--- src/rtl/cv32e40x_rf_wb_arbiter.sv ---
// cv32e40x_rf_wb_arbiter
//   Shares the single register-file write port between the WB stage and the
//   XIF result channel. XIF results are buffered in a small FIFO. A scoreboard
//   of destinations with outstanding XIF writes drives the RAW stall (ID reads)
//   and the WAW issue hazard.
//
// Ports
//   clk, rst_n                   clock, synchronous active-low reset
//   wb_valid_i/wb_rf_we_i/...    WB stage write request; wb_hold_o stalls WB
//   xif_issue_*                  offload issue handshake, sets scoreboard bits
//   xif_issue_hazard_o           issue rd already pending (WAW)
//   xif_result_*                 XIF result channel (valid/ready)
//   rf_re_id_i/rf_raddr_id_i     ID read ports checked against the scoreboard
//   sb_stall_o                   ID reads a register with a pending XIF write
//   rf_we_o/rf_waddr_o/rf_wdata_o registered RF write port
//
// Build option
//   CV32E40X_XIF_RESULT_BYPASS_EN: a writing result that arrives while the FIFO
//   is empty and WB is not writing goes straight to the RF write register.
module cv32e40x_rf_wb_arbiter #(
  parameter int unsigned RESULT_FIFO_DEPTH      = 2,
  parameter int unsigned STARVE_LIMIT           = 4,
  parameter int unsigned REGFILE_NUM_READ_PORTS = 2
) (
  input  logic                                   clk,
  input  logic                                   rst_n,
  input  logic                                   wb_valid_i,
  input  logic                                   wb_rf_we_i,
  input  logic [4:0]                             wb_rf_waddr_i,
  input  logic [31:0]                            wb_rf_wdata_i,
  output logic                                   wb_hold_o,
  input  logic                                   xif_issue_accept_i,
  input  logic                                   xif_issue_we_i,
  input  logic [4:0]                             xif_issue_rd_i,
  output logic                                   xif_issue_hazard_o,
  input  logic                                   xif_result_valid_i,
  output logic                                   xif_result_ready_o,
  input  logic                                   xif_result_we_i,
  input  logic [4:0]                             xif_result_rd_i,
  input  logic [31:0]                            xif_result_data_i,
  input  logic [REGFILE_NUM_READ_PORTS-1:0]      rf_re_id_i,
  input  logic [REGFILE_NUM_READ_PORTS-1:0][4:0] rf_raddr_id_i,
  output logic                                   sb_stall_o,
  output logic                                   rf_we_o,
  output logic [4:0]                             rf_waddr_o,
  output logic [31:0]                            rf_wdata_o
);

  localparam int unsigned PTR_W = (RESULT_FIFO_DEPTH > 1) ? $clog2(RESULT_FIFO_DEPTH) : 1;
  localparam int unsigned CNT_W = $clog2(RESULT_FIFO_DEPTH + 1);
  localparam int unsigned STV_W = $clog2(STARVE_LIMIT + 1);

  logic [4:0]       fifo_rd_q   [RESULT_FIFO_DEPTH];
  logic [31:0]      fifo_data_q [RESULT_FIFO_DEPTH];
  logic [PTR_W-1:0] wptr_q, wptr_d, rptr_q, rptr_d;
  logic [CNT_W-1:0] cnt_q, cnt_d;
  logic [STV_W-1:0] starve_q, starve_d;
  logic [31:0]      pending_q, pending_d;
  logic             rf_we_q, rf_we_d;
  logic [4:0]       rf_waddr_q, rf_waddr_d;
  logic [31:0]      rf_wdata_q, rf_wdata_d;

  logic fifo_empty, fifo_full;
  logic wb_grant, fifo_grant, byp_grant;
  logic res_write, push;
  logic [31:0] set_vec, clr_vec;

  assign fifo_empty = (cnt_q == '0);
  assign fifo_full  = (cnt_q == CNT_W'(RESULT_FIFO_DEPTH));

  // Hold is decoded from the registered counter so WB sees it early in the cycle.
  assign wb_hold_o  = (starve_q == STV_W'(STARVE_LIMIT));
  assign wb_grant   = wb_valid_i & wb_rf_we_i & ~wb_hold_o;
  assign fifo_grant = ~wb_grant & ~fifo_empty;

  // Ready is gated by reset so nothing is accepted while reset is asserted.
  // Full is taken before any same-cycle pop: no pass-through at full.
  assign xif_result_ready_o = rst_n & ~fifo_full;
  assign res_write = xif_result_valid_i & xif_result_ready_o & xif_result_we_i &
                     (xif_result_rd_i != 5'd0);

`ifdef CV32E40X_XIF_RESULT_BYPASS_EN
  assign byp_grant = res_write & fifo_empty & ~wb_grant;
`else
  assign byp_grant = 1'b0;
`endif

  assign push = res_write & ~byp_grant;

  assign wptr_d   = push ? wptr_q + 1'b1 : wptr_q;
  assign rptr_d   = fifo_grant ? rptr_q + 1'b1 : rptr_q;
  assign cnt_d    = cnt_q + CNT_W'(push) - CNT_W'(fifo_grant);
  assign starve_d = (fifo_empty || fifo_grant) ? '0 : starve_q + 1'b1;

  // Scoreboard: set on issue, clear when the result reaches the RF.
  always_comb begin
    set_vec = '0;
    clr_vec = '0;
    if (xif_issue_accept_i && xif_issue_we_i && (xif_issue_rd_i != 5'd0)) begin
      set_vec[xif_issue_rd_i] = 1'b1;
    end
    if (fifo_grant) begin
      clr_vec[fifo_rd_q[rptr_q]] = 1'b1;
    end
    if (byp_grant) begin
      clr_vec[xif_result_rd_i] = 1'b1;
    end
    pending_d    = (pending_q & ~clr_vec) | set_vec;
    pending_d[0] = 1'b0;
  end

  assign xif_issue_hazard_o = pending_q[xif_issue_rd_i] & xif_issue_we_i &
                              (xif_issue_rd_i != 5'd0);

  always_comb begin
    sb_stall_o = 1'b0;
    for (int unsigned i = 0; i < REGFILE_NUM_READ_PORTS; i++) begin
      if (rf_re_id_i[i] && (rf_raddr_id_i[i] != 5'd0) && pending_q[rf_raddr_id_i[i]]) begin
        sb_stall_o = 1'b1;
      end
    end
  end

  always_comb begin
    rf_we_d    = wb_grant | fifo_grant | byp_grant;
    rf_waddr_d = rf_waddr_q;
    rf_wdata_d = rf_wdata_q;
    if (wb_grant) begin
      rf_waddr_d = wb_rf_waddr_i;
      rf_wdata_d = wb_rf_wdata_i;
    end else if (fifo_grant) begin
      rf_waddr_d = fifo_rd_q[rptr_q];
      rf_wdata_d = fifo_data_q[rptr_q];
    end else if (byp_grant) begin
      rf_waddr_d = xif_result_rd_i;
      rf_wdata_d = xif_result_data_i;
    end
  end

  always_ff @(posedge clk) begin
    if (!rst_n) begin
      wptr_q     <= '0;
      rptr_q     <= '0;
      cnt_q      <= '0;
      starve_q   <= '0;
      pending_q  <= '0;
      rf_we_q    <= 1'b0;
      rf_waddr_q <= '0;
      rf_wdata_q <= '0;
    end else begin
      wptr_q     <= wptr_d;
      rptr_q     <= rptr_d;
      cnt_q      <= cnt_d;
      starve_q   <= starve_d;
      pending_q  <= pending_d;
      rf_we_q    <= rf_we_d;
      rf_waddr_q <= rf_waddr_d;
      rf_wdata_q <= rf_wdata_d;
    end
  end

  // FIFO storage carries data only; validity is tracked by the pointers/count.
  always_ff @(posedge clk) begin
    if (push) begin
      fifo_rd_q[wptr_q]   <= xif_result_rd_i;
      fifo_data_q[wptr_q] <= xif_result_data_i;
    end
  end

  // A writing result for a register that was never issued is a protocol error.
  always_ff @(posedge clk) begin
    if (rst_n && res_write) begin
      assert (pending_q[xif_result_rd_i])
        else $error("xif result for non-pending rd x%0d", xif_result_rd_i);
    end
  end

  assign rf_we_o    = rf_we_q;
  assign rf_waddr_o = rf_waddr_q;
  assign rf_wdata_o = rf_wdata_q;

endmodule

--- config.mk ---
export PLATFORM = sky130hd
export DESIGN_NAME = cv32e40x_rf_wb_arbiter
export DESIGN_NICKNAME = d
export VERILOG_FILES = /design/src/rtl/cv32e40x_rf_wb_arbiter.sv
export SDC_FILE = /design/constraint.sdc
export NUM_CORES = 1
export LEC_CHECK = 0
export ABC_AREA = 0
export CAP_MARGIN = 5
export CORE_MARGIN = 2
export CORE_UTILIZATION = 40
export CTS_CLUSTER_SIZE = 8
export DETAILED_ROUTE_END_ITERATION = 8
export PLACE_DENSITY = 0.74
export SLEW_MARGIN = 25
export SYNTH_ARGS = -nofsm -noshare
export SYNTH_HDL_FRONTEND = slang
export SYNTH_SLANG_ARGS = --single-unit
--- constraint.sdc ---
create_clock -name clk -period 4.1 [get_ports clk]
set_input_delay 0.82 -clock clk [delete_from_list [all_inputs] [get_ports clk]]
set_output_delay 0.82 -clock clk [all_outputs]
set_load 0.005 [all_outputs]
==> Word level (Yosys, flattened, before mapping) <==
Memories as Yosys holds them, arrays and structs flattened. A register that Yosys moved wholly into a read port is not among the register bits.
Index checks and enable logic that the tools add are counted.
{ "totals": {"out_inout_bits": 42, "ff_bits": 77, "inputBits": 99, "word_cells": 82, "memories": 2, "mem_bits_rw": 74} }
{ "classes": {"n_lt_le_gt_ge": 6, "bitwise": 18, "n_addsub": 5, "mux": 24, "reduce_logical": 16, "eq_ne": 2} }
{ "mem_list": {"columns": ["name", "words", "width", "rd", "rd_clocked_by_memory_dff", "write_ports", "line", "rtl"], "rows": [
  ["fifo_data_q", 2, 32, 1, 1, 1, "54", "logic [31:0] fifo_data_q [RESULT_FIFO_DEPTH];"],
  ["fifo_rd_q", 2, 5, 1, 1, 1, "53", "logic [4:0] fifo_rd_q [RESULT_FIFO_DEPTH];"]
]} }
{ "op_table": {"columns": ["operator", "count"], "rows": [
  ["two-way mux 32 bit", 4],
  ["bitwise AND 32 bit", 1],
  ["NOT 32 bit", 1],
  ["bitwise OR 32 bit", 1],
  ["< comparator 5 x 6 -> 1 bit (second input constant)", 4],
  ["nonzero test 5 bit", 4],
  ["binary-select mux 1 bit (select 5 bit)", 3],
  ["two-way mux 1 bit", 13],
  ["demux 1 bit (select 5 bit)", 2],
  [">= comparator 5 x 1 -> 1 bit (second input constant)", 2],
  ["two-way mux 5 bit", 2],
  ["bitwise AND 1 bit", 9],
  ["logical AND 1 bit", 8],
  ["NOT 1 bit", 5],
  ["adder 3 x 1 -> 3 bit (second input constant)", 1],
  ["== test 3 bit (second input constant)", 1],
  ["adder 1 bit (second input constant)", 2],
  ["adder 2 x 1 -> 2 bit", 1],
  ["== test 2 bit (second input constant)", 1],
  ["logical NOT 2 bit", 1],
  ["nonzero test 2 bit", 1],
  ["OR reduction 2 bit", 1],
  ["subtractor 2 x 1 -> 2 bit", 1],
  ["logical OR 1 bit", 1],
  ["bitwise OR 1 bit", 1]
]} }

==> Logic depth before layout (Yosys ltp) <==
Gate-level depths: netlist of the first run.
{ "logic_depth": {"ltp_word": 9, "mapped_depth": 13, "mapped_depth_nobuf": 11} }

==> Worst setup path before layout of the first run <==
OpenSTA, ideal clock, no wires.
{ "synth_timing": {"path_type": "input -> register", "from": "input rst_n", "to": "memory fifo_data_q[0][0], enable pin", "t_required_ns": 3.668, "path_slack_ns": 0.686, "t_arrival_ns": 2.983, "path_buffers": 0, "cell_stages": 4, "setup_ns": 0.432, "path_cell_list": "a21boi_0 -> o2111a_1 -> inv_1 -> nor2_1"} }
{ "synth_via": {"elab_chain_cells": 6} }
{ "synth_lines": {"columns": ["item", "line", "rtl"], "rows": [
  ["start: declaration", "26", "input logic rst_n,"],
  ["bitwise AND 1 bit", "78", "assign xif_result_ready_o = rst_n & ~fifo_full;"],
  ["bitwise AND 1 bit (3 in a row)", "79", "assign res_write = xif_result_valid_i & xif_result_ready_o & xif_result_we_i &"],
  ["two-way mux 1 bit", "164", "if (push) begin"],
  ["two-way mux 1 bit (implied by the code)", "166", "fifo_data_q[wptr_q] <= xif_result_data_i;"],
  ["end: declaration", "54", null]
]} }
Every way passes these cells.

==> Worst setup path in the final report of the first run <==
{ "layout_timing": {"from": "input rf_raddr_id_i[6] (netlist name)", "to": "output sb_stall_o"} }
{ "layout_via": {"elab_chain_cells": 4, "elab_cells_between_ends": 6, "cone_classes": "mux: 3; reduce/logical: 3"} }
{ "layout_lines": {"columns": ["item", "line", "rtl"], "rows": [
  ["start: declaration", "42", "input logic [REGFILE_NUM_READ_PORTS-1:0][4:0] rf_raddr_id_i,"],
  ["binary-select mux 1 bit (select 5 bit) or nonzero test 5 bit (tied branches)", "118", "if (rf_re_id_i[i] && (rf_raddr_id_i[i] != 5'd0) && pending_q[rf_raddr_id_i[i]]) begin"],
  ["two-way mux 1 bit (implied by the code) or logical AND 1 bit (tied branches)", "118", null],
  ["logical AND 1 bit *", "118", null],
  ["two-way mux 1 bit *", "118", null],
  ["end: declaration", "43", "output logic sb_stall_o,"]
]} }
Mark *: on every way between the ends. The rest lies on a longest branch, timed or not. The select of a mux whose other input is x is not followed.

==> flow_metrics.py, run 1 <==
metrics = {
    "global_route": {
        "grt_pass1_vias": 5114,
        "grtUsageTotal_pct": 19.2,
        "grt_pass1_wl_um": 26900,
        "grt_overflow": 0,
        "antenna_found_initial": 0,
        "grt_max_degree": 76,
    },
    "synthesis": {
        "yosys_warnings": 0,
        "synth_top_cell_by_area": "edfxtp_1",
        "synth_cells": 623,
        "synth_area_um2": 6900,
        "async_reset_ff_share_pct": 0,
        "ys_types": 41,
        "synth_most_common_cell": "dfxtp_1",
        "syn_area_per_cell_um2": 11.1,
        "synthTopCellsByCount": "77 x dfxtp_1, 74 x edfxtp_1, 55 x mux2i_1, 55 x nor2_1, 46 x a21oi_1",
        "ys.flop_type": "dfxtp_1",
        "synth_edf_count": 74,
        "synth_seq_cells": 151,
        "synth_top_area_share_pct": 32.2,
        "yosysSeqAreaShare_pct": 54.6,
        "synth_nets": 726,
        "synth_top_cells_by_area": "edfxtp_1 32%, dfxtp_1 22%, mux2i_1 8.0%, a211oi_1 4.1%, nor2b_1 3.9%",
    },
    "floorplan": {
        "die_h_um": 135,
        "start_util_pct": 40.4,
        "core_um2": 17100,
        "rows": 48,
        "ios": 141,
        "die-area_um2": 18300,
        "die_w_um": 135,
    },
    "flow_run": {
        "cap_violations": 0,
    },
    "setup_path": {
        "crit_top_cell": "clkdlybuf4s50_1",
        "worstPathRequired_ns": 3.28,
        "startpoint_type": "input pin",
        "slowest_delay_ns": 0.61,
        "end_kind": "primary output",
        "cp_top_family": "buffers and inverters",
        "cp.buffers_inverters": 2,
        "path_cells": "clkdlybuf4s50_1 -> mux4_1 -> mux2_2 -> a211o_1 -> a32o_1 -> clkdlybuf4s50_1",
        "crit_path_max_fanout": 7,
        "worstSetupPathType": "input pin to primary output",
        "cp_slowest_cell": "clkdlybuf4s50_1",
        "cp.arrival_ns": 2.99,
    },
    "timing": {
        "setup_viol": 0,
        "hold_viol_final": 0,
        "setup_slack_ns": 0.292,
        "max-slew-margin-rel_pct": 38.2,
        "timing.final.crit_share_pct": 92.9,
        "fmax_ghz": 0.263,
        "tns_ns": 0,
        "drv_slew": 0,
        "clock_skew_ns": 0.00878,
        "worstMarginPinSlew_ns": 0.928,
        "period_minus_slack_ns": 3.81,
        "rsz0062_at_grt": "false",
    },
    "finish": {
        "layout-drive-gt1-share_pct": 7.24,
        "finalNetCount": 850,
        "num_antenna_cells": 0,
        "area_delta_synth_final_pct": 30.6,
        "stdcell_area_um2": 9010,
        "fill_cells": 1524,
    },
    "drt": {
        "drt-total-wl_um": 16900,
        "ant_nets": 0,
        "drc": 0,
        "post_drt_via_cell_ratio": 5.38,
        "wl_per_cell_um": 17.2,
        "drt_iter0_markers": 405,
        "vias": 5296,
        "drt_pass1_iterations": 7,
    },
    "cts": {
        "cts_root_buffer": "clkbuf_16",
        "h-tree-depth": 4,
        "clkTransAtPathRegs_ns": 0.06,
        "cts_tree": "done",
        "clockBufferDepth": 2,
        "worstSkewPairLatency_ns": 0.42,
        "cts_buffers": 17,
        "cts.sinks": 151,
        "hold_buffers": 0,
        "cts_resized": 0,
        "post-cts-setup-buffer-count": 0,
    },
    "placement": {
        "gp_congestion": 0.917,
        "dp_slack_ns": 0.0564,
        "placed_area_um2": 8490,
        "dp_hpwl_um": 11500,
        "port-buffer-count": 140,
    },
    "run_status": {
        "status": "finished clean",
    },
    "pwr": {
        "clockPowerShare_pct": 29.9,
        "pwr-share-comb_pct": 28.5,
        "switching_power_uw": 1330,
        "ir_drop_mv": 0.361,
        "switching_share_pct": 29.5,
        "power-per-cell-area_nw_per_um2": 501,
        "p_int_uw": 3180,
        "seqPwrFrac_pct": 41.6,
        "leakage_uw": 0.00308,
    },
    "min_path": {
        "hp-class": "flip-flop to flip-flop",
    },
}
routing by layer:
metal  track usage (%)  wire (um)  vias up
met2              29.4       7810      239
met4              5.96        250        0
met1              25.3       7070     2498
met5                 0          0        -
met3              7.11       1770       26
li1                  -          -     2533
worst register-to-register path, cell delays in order, from the launching register on:
cell and delay (ns):
dfxtp_2 0.64, buf_4 0.46, mux2_2 0.43, or3_1 0.46, o21ai_0 0.17, a21boi_0 0.10
cells in the final DEF (no fill, tap or decap), drive strengths merged, types with 2 or more instances in the layout:
| cell type | synthesis | layout |
|---|---|---|
| or3 | 2 | 2 |
| o21ai | 31 | 31 |
| or4 | 2 | 2 |
| a22oi | 4 | 4 |
| nor2 | 55 | 55 |
| and2 | 8 | 8 |
| xor2 | 2 | 2 |
| mux2 | 2 | 2 |
| a21oi | 46 | 46 |
| a211oi | 38 | 38 |
| o211ai | 2 | 2 |
| clkbuf | 28 | 18 |
| or4b | 2 | 2 |
| mux2i | 55 | 55 |
| ha | 4 | 4 |
| nand2b | 5 | 5 |
| mux4 | 15 | 15 |
| nand4 | 3 | 3 |
| nand3 | 11 | 11 |
| a211o | 3 | 3 |
| dlymetal6s2s | 0 | 2 |
| inv | 8 | 8 |
| nor2b | 43 | 43 |
| xnor2 | 3 | 3 |
| clkinvlp | 0 | 3 |
| edfxtp | 74 | 74 |
| clkdlybuf4s50 | 0 | 137 |
| buf | 17 | 11 |
| dfxtp | 77 | 77 |
| a21boi | 33 | 33 |
| clkinv | 0 | 11 |
| nand2 | 42 | 42 |
sequential cells by signal, indices dropped and copies added (netlist names), named ones only:
signal / cells
cnt_q: 2
starve_q: 3
rptr_q: 1
rf_wdata_o: 32
rf_we_o: 1
wptr_q: 1
fifo_rd_q: 10
pending_q: 31
fifo_data_q: 64
rf_waddr_o: 5
final cells by class:
class / count / area, um2 / area share [%]
Clock buffer: 18 / 429 / 4.76
Tap cell: 225 / 282 / 3.12
Clock inverter: 14 / 87.6 / 0.972
Inverter: 8 / 30.0 / 0.333
Timing Repair Buffer: 150 / 1500 / 16.6
Multi-Input combinational cell: 419 / 2920 / 32.4
Sequential cell: 151 / 3760 / 41.8
power groups by stage:
stage	Sequential (uW)	Combinational, uW	Clock (uW)
global route	1900	1440	1430
detailed placement	1910	1280	0
finish	1880	1280	1350
floorplan	1870	808	0
global placement	1910	1270	0
CTS	1880	1300	1370
worst paths after layout:
path | cells past startpoint | from | slack, ns | end
setup / recovery | 6 | rf_raddr_id_i[6] | 0.29 | sb_stall_o
hold reg to reg | 1 | starve_q[0]$_SDFF_PP0_ | 0.45 | starve_q[0]$_SDFF_PP0_
setup reg to reg | 5 | flip-flop | 1.72 | pending_q[12]$_SDFF_PN0_
hold / removal | 1 | starve_q[0]$_SDFF_PP0_ | 0.45 | starve_q[0]$_SDFF_PP0_
per-stage QoR:
| stage | std cells | total power (uW) | util [%] | hold WS (ns) |
|---|---|---|---|---|
| after floorplan | 623 | 2670 | - | 0.417 |
| after global placement | 952 | 3180 | 49.6 | 0.431 |
| after detailed placement | 953 | 3190 | 49.8 | 0.440 |
| after CTS | 985 | 4550 | 52.8 | 0.453 |
| after global routing | 985 | 4770 | 52.8 | 0.467 |
| final | 985 | 4510 | 52.8 | 0.451 |
logic make-up (layout without fill, tap and decap cells):
kind of cell             Yosys count  count (layout)  share of synthesized area [%]
AND/OR/NAND/NOR                  178             178                           12.6
AO/OA/AOI/OAI                    160             160                           14.8
flip-flops                       151             151                           54.6
multiplexers                      72              72                           13.5
buffers and inverters             53             190                           3.23
XOR/XNOR                           5               5                          0.635
adder cells (fa/ha/maj)            4               4                          0.725
Note: power is estimated with default switching activity, not from simulation.
==> inputs of run 2 (changes only) <==
--- a/config.mk
+++ b/config.mk
@@ -7,7 +7,7 @@
 export LEC_CHECK = 0
 export ABC_AREA = 0
 export CAP_MARGIN = 5
-export CORE_MARGIN = 2
+export CORE_MARGIN = 3
 export CORE_UTILIZATION = 40
 export CTS_CLUSTER_SIZE = 8
 export DETAILED_ROUTE_END_ITERATION = 8
==> flow_metrics.py, run 2 (synthesis results as in run 1) <==
metrics = {
    "run_status": {
        "status": "finished clean",
    },
    "setup_path": {
        "cp_slowest_cell": "clkdlybuf4s50_1",
        "rr_endpoint": "pending_q[26]$_SDFF_PN0_",
        "path_cells": "clkdlybuf4s50_1 -> mux4_2 -> mux4_2 -> a22oi_1 -> nor2b_1 -> clkdlybuf4s50_1",
        "slowest_delay_ns": 0.71,
        "worstPathRequired_ns": 3.28,
        "cp.arrival_ns": 3.11,
        "crit_path_max_fanout": 9,
        "end_kind": "primary output",
        "rrSetupSlack_ns": 1.68,
        "reg2reg_depth": 6,
        "startpoint_type": "input pin",
        "worstSetupPathType": "input pin to primary output",
    },
    "placement": {
        "placed_area_um2": 8460,
        "dp_hpwl_um": 12400,
        "dp_slack_ns": -0.0161,
        "port-buffer-count": 140,
        "gp_congestion": 0.889,
    },
    "drt": {
        "drc": 0,
        "drt_pass1_iterations": 5,
        "vias": 5268,
        "m1WireLength_um": 7490,
        "wl_per_cell_um": 18.1,
        "ant_nets": 0,
        "drt_iter0_markers": 240,
        "drt-total-wl_um": 17700,
        "highest_layer": "met4",
        "dr_wl_met2_um": 8580,
        "post_drt_via_cell_ratio": 5.38,
        "met3WireLength_um": 1420,
    },
    "timing": {
        "setup_viol": 0,
        "fmax_ghz": 0.254,
        "hold_viol_final": 0,
        "max-slew-margin-rel_pct": 37.9,
        "period_minus_slack_ns": 3.93,
        "setup_slack_ns": 0.167,
        "rsz0062_at_grt": "false",
        "clock_skew_ns": 0.0145,
        "drv_slew": 0,
        "timing.final.crit_share_pct": 95.9,
        "tns_ns": 0,
        "worstMarginPinSlew_ns": 0.931,
    },
    "finish": {
        "final_common_cell": "clkdlybuf4s50_1",
        "largest_reg_flops": 64,
        "area_delta_synth_final_pct": 32.2,
        "top_register": "fifo_data_q",
        "stdcell_area_um2": 9120,
        "num_antenna_cells": 0,
        "layout_common_cells": "137 x clkdlybuf4s50_1, 76 x dfxtp_1, 74 x edfxtp_1",
        "finalNetCount": 851,
        "layout-drive-gt1-share_pct": 7.37,
    },
    "pwr": {
        "power-per-cell-area_nw_per_um2": 522,
        "leakage_uw": 0.00314,
        "ir_drop_mv": 0.302,
    },
    "min_path": {
        "hold_depth": 1,
        "hp-class": "flip-flop to flip-flop",
        "hold_end": "starve_q[0]$_SDFF_PP0_",
        "min_from": "starve_q[0]$_SDFF_PP0_",
    },
    "floorplan": {
        "rows": 47,
        "die_w_um": 137,
        "ios": 141,
        "die_h_um": 137,
        "start_util_pct": 41.2,
        "core_um2": 16800,
        "die-area_um2": 18900,
    },
    "cts": {
        "clockBufferDepth": 2,
        "post-cts-setup-buffer-count": 0,
        "cts_root_buffer": "clkbuf_16",
        "hold_buffers": 0,
        "cts.sinks": 151,
        "cts_tree": "done",
        "cts_resized": 1,
        "h-tree-depth": 4,
        "cts_buffers": 17,
        "worstSkewPairLatency_ns": 0.41,
        "clkTransAtPathRegs_ns": 0.06,
    },
    "global_route": {
        "antenna_found_initial": 0,
        "grt_overflow": 0,
        "grt_pass1_wl_um": 27700,
        "grtUsageTotal_pct": 18.9,
        "grt_pass1_vias": 5446,
        "grt_max_degree": 76,
    },
    "flow_run": {
        "cap_violations": 0,
    },
}
-- run 2: where the power goes --
part / switching (uW) / total [uW] / internal (uW)
Clock: 575 / 1580 / 1010
Sequential: 114 / 1870 / 1750
Combinational: 649 / 1320 / 668
Total: 1340 / 4770 / 3430
-- run 2: how the worst max path moves through the flow --
stage | depth (start not counted) | from | to | slack [ns]
2_1_floorplan | 4 | rst_n | fifo_data_q[0][0]$_DFFE_PP_ | 0.69
3_3_place_gp | 6 | xif_issue_rd_i[0] | xif_issue_hazard_o | 0.03
3_5_place_dp | 6 | xif_issue_rd_i[0] | xif_issue_hazard_o | -0.02
4_1_cts | 8 | rf_raddr_id_i[5] | sb_stall_o | 0.08
5_1_grt | 6 | xif_issue_rd_i[1] | xif_issue_hazard_o | 0.06
6_report | 6 | xif_issue_rd_i[1] | xif_issue_hazard_o | 0.17
-- run 2: cell type report --
type / instances / area [um2]
flip-flops and latches: 151 / 3760
inverters: 8 / 30.0
repair buffers: 151 / 1500
fillers: 1415 / 7640
multi-input cells: 419 / 2920
clock buffers: 29 / 607
clock inverters: 2 / 17.5
well taps: 220 / 275
-- run 2: routing by layer --
layer	up-vias	GRT usage, %
li1	2521	-
met1	2540	23.6
met2	189	31.3
met3	18	5.95
met4	0	6.10
met5	-	0
-- run 2: worst max-delay path: cells and delay by family --
family | cells | cell delay, ns
muxes | 2 | 0.83
buffers and inverters | 2 | 1.15
AOI/OAI and AO/OA | 1 | 0.24
and+or+nand+nor | 1 | 0.07
-- run 2: metrics by stage --
step / utilization (%) / power [uW] / hold slack (ns) / cells
after floorplan: - / 2670 / 0.417 / 623
after global placement: 50.5 / 3170 / 0.426 / 948
after detailed placement: 50.5 / 3200 / 0.437 / 948
after CTS: 54.2 / 4790 / 0.451 / 979
after global routing: 54.4 / 5010 / 0.502 / 980
final: 54.4 / 4770 / 0.450 / 980
==> inputs of run 3 (changes only) <==
--- a/config.mk
+++ b/config.mk
@@ -12,6 +12,7 @@
 export CTS_CLUSTER_SIZE = 8
 export DETAILED_ROUTE_END_ITERATION = 8
 export PLACE_DENSITY = 0.74
+export SKIP_CTS_REPAIR_TIMING = 1
 export SLEW_MARGIN = 25
 export SYNTH_ARGS = -nofsm -noshare
 export SYNTH_HDL_FRONTEND = slang
==> flow_metrics.py, run 3 (synthesis results as in run 1) <==
metrics = {
    "run_status": {
        "status": "finished clean",
    },
    "timing": {
        "hold_viol_final": 0,
        "worstMarginPinSlew_ns": 0.926,
        "fmax_ghz": 0.254,
        "setup_viol": 0,
        "max-slew-margin-rel_pct": 38.3,
        "period_minus_slack_ns": 3.93,
        "drv_slew": 0,
        "timing.final.crit_share_pct": 95.9,
        "rsz0062_at_grt": "false",
        "holdWs_ns": 0.451,
        "clock_skew_ns": 0.0153,
    },
    "drt": {
        "vias": 5259,
        "drc": 0,
        "wl_per_cell_um": 18.1,
        "drt-total-wl_um": 17700,
        "drt_pass1_iterations": 5,
        "drt_iter0_markers": 246,
        "ant_nets": 0,
        "post_drt_via_cell_ratio": 5.37,
    },
    "finish": {
        "layout-drive-gt1-share_pct": 7.37,
        "finalNetCount": 851,
        "largest_reg_flops": 64,
        "stdcell_area_um2": 9130,
        "layout_common_cells": "137 x clkdlybuf4s50_1, 76 x dfxtp_1, 74 x edfxtp_1",
        "final_common_cell": "clkdlybuf4s50_1",
        "postLayoutCoreUtil_pct": 54.4,
        "top_register": "fifo_data_q",
        "num_antenna_cells": 0,
        "area_delta_synth_final_pct": 32.3,
        "fin_cells": 980,
    },
    "setup_path": {
        "cp.arrival_ns": 3.11,
        "end_kind": "primary output",
        "reg2reg_depth": 6,
        "startpoint_type": "input pin",
        "worstSetupPathType": "input pin to primary output",
        "crit_path_max_fanout": 9,
        "worstSetupStartpoint": "xif_issue_rd_i[1]",
        "worstPathRequired_ns": 3.28,
    },
    "cts": {
        "clkTransAtPathRegs_ns": 0.06,
        "clockBufferDepth": 2,
        "cts_root_buffer": "clkbuf_16",
        "worstSkewPairLatency_ns": 0.41,
        "cts_buffers": 17,
        "cts.sinks": 151,
        "cts_tree": "done",
        "h-tree-depth": 4,
    },
    "global_route": {
        "grt_overflow": 0,
        "antenna_found_initial": 0,
        "grt_max_degree": 76,
        "grt_pass1_vias": 5446,
        "grt_pass1_wl_um": 27700,
        "grtUsageTotal_pct": 18.9,
    },
    "pwr": {
        "leakage_uw": 0.00315,
        "finalPower_uw": 4770,
        "power-per-cell-area_nw_per_um2": 522,
        "ir_drop_mv": 0.302,
    },
    "floorplan": {
        "die-area_um2": 18900,
        "ios": 141,
        "core_um2": 16800,
        "start_util_pct": 41.2,
        "die_w_um": 137,
        "rows": 47,
        "die_h_um": 137,
    },
    "flow_run": {
        "cap_violations": 0,
    },
    "placement": {
        "placed_area_um2": 8460,
        "port-buffer-count": 140,
        "gp_congestion": 0.889,
        "dp_hpwl_um": 12400,
        "dp.cells": 948,
    },
    "min_path": {
        "hold_depth": 1,
        "min_from": "starve_q[0]$_SDFF_PP0_",
        "hp-class": "flip-flop to flip-flop",
    },
}
[run 3: per-stage QoR]
stage	worst slack, ns	setup TNS [ns]
after floorplan	0.686	0
after global placement	0.0310	0
after detailed placement	-0.0161	-0.0161
after CTS	-0.0181	-0.0181
after global routing	0.0628	0
final	0.167	0
[run 3: path summary, 6_finish.rpt]
| check | to | slack, ns |
|---|---|---|
| worst max register to register | pending_q[26]$_SDFF_PN0_ | 1.69 |
| worst max-delay path | xif_issue_hazard_o | 0.17 |
| worst min-delay path | starve_q[0]$_SDFF_PP0_ | 0.45 |
| worst min register to register | starve_q[0]$_SDFF_PP0_ | 0.45 |
[run 3: worst max-delay path, stage by stage]
cell and delay (ns):
clkdlybuf4s50_1 0.71, mux4_2 0.36, mux4_2 0.47, a22oi_1 0.24
nor2b_1 0.07, clkdlybuf4s50_1 0.44
[run 3: layout make-up]
type | instances | area [um2]
fill | 1415 | 7630
inverter | 8 | 30.0
sequential | 151 | 3760
clock inverter | 2 | 17.5
timing repair buffer | 151 | 1510
clock buffer | 29 | 607
multi-input combinational | 419 | 2920
tap | 220 | 275
[run 3: per-layer routing]
layer  global-route usage (%)  vias to the layer above  wire length, um
met5                        0                        -                0
met4                     6.10                        0              275
met3                     5.95                       20             1490
met2                     31.3                      195             8560
met1                     23.6                     2521             7410
li1                         -                     2523                -
[run 3: power by group]
part | total (uW) | internal, uW | switching, uW
combinational | 1320 | 668 | 648
sequential | 1870 | 1750 | 114
clock | 1580 | 1010 | 577
total | 4770 | 3430 | 1340
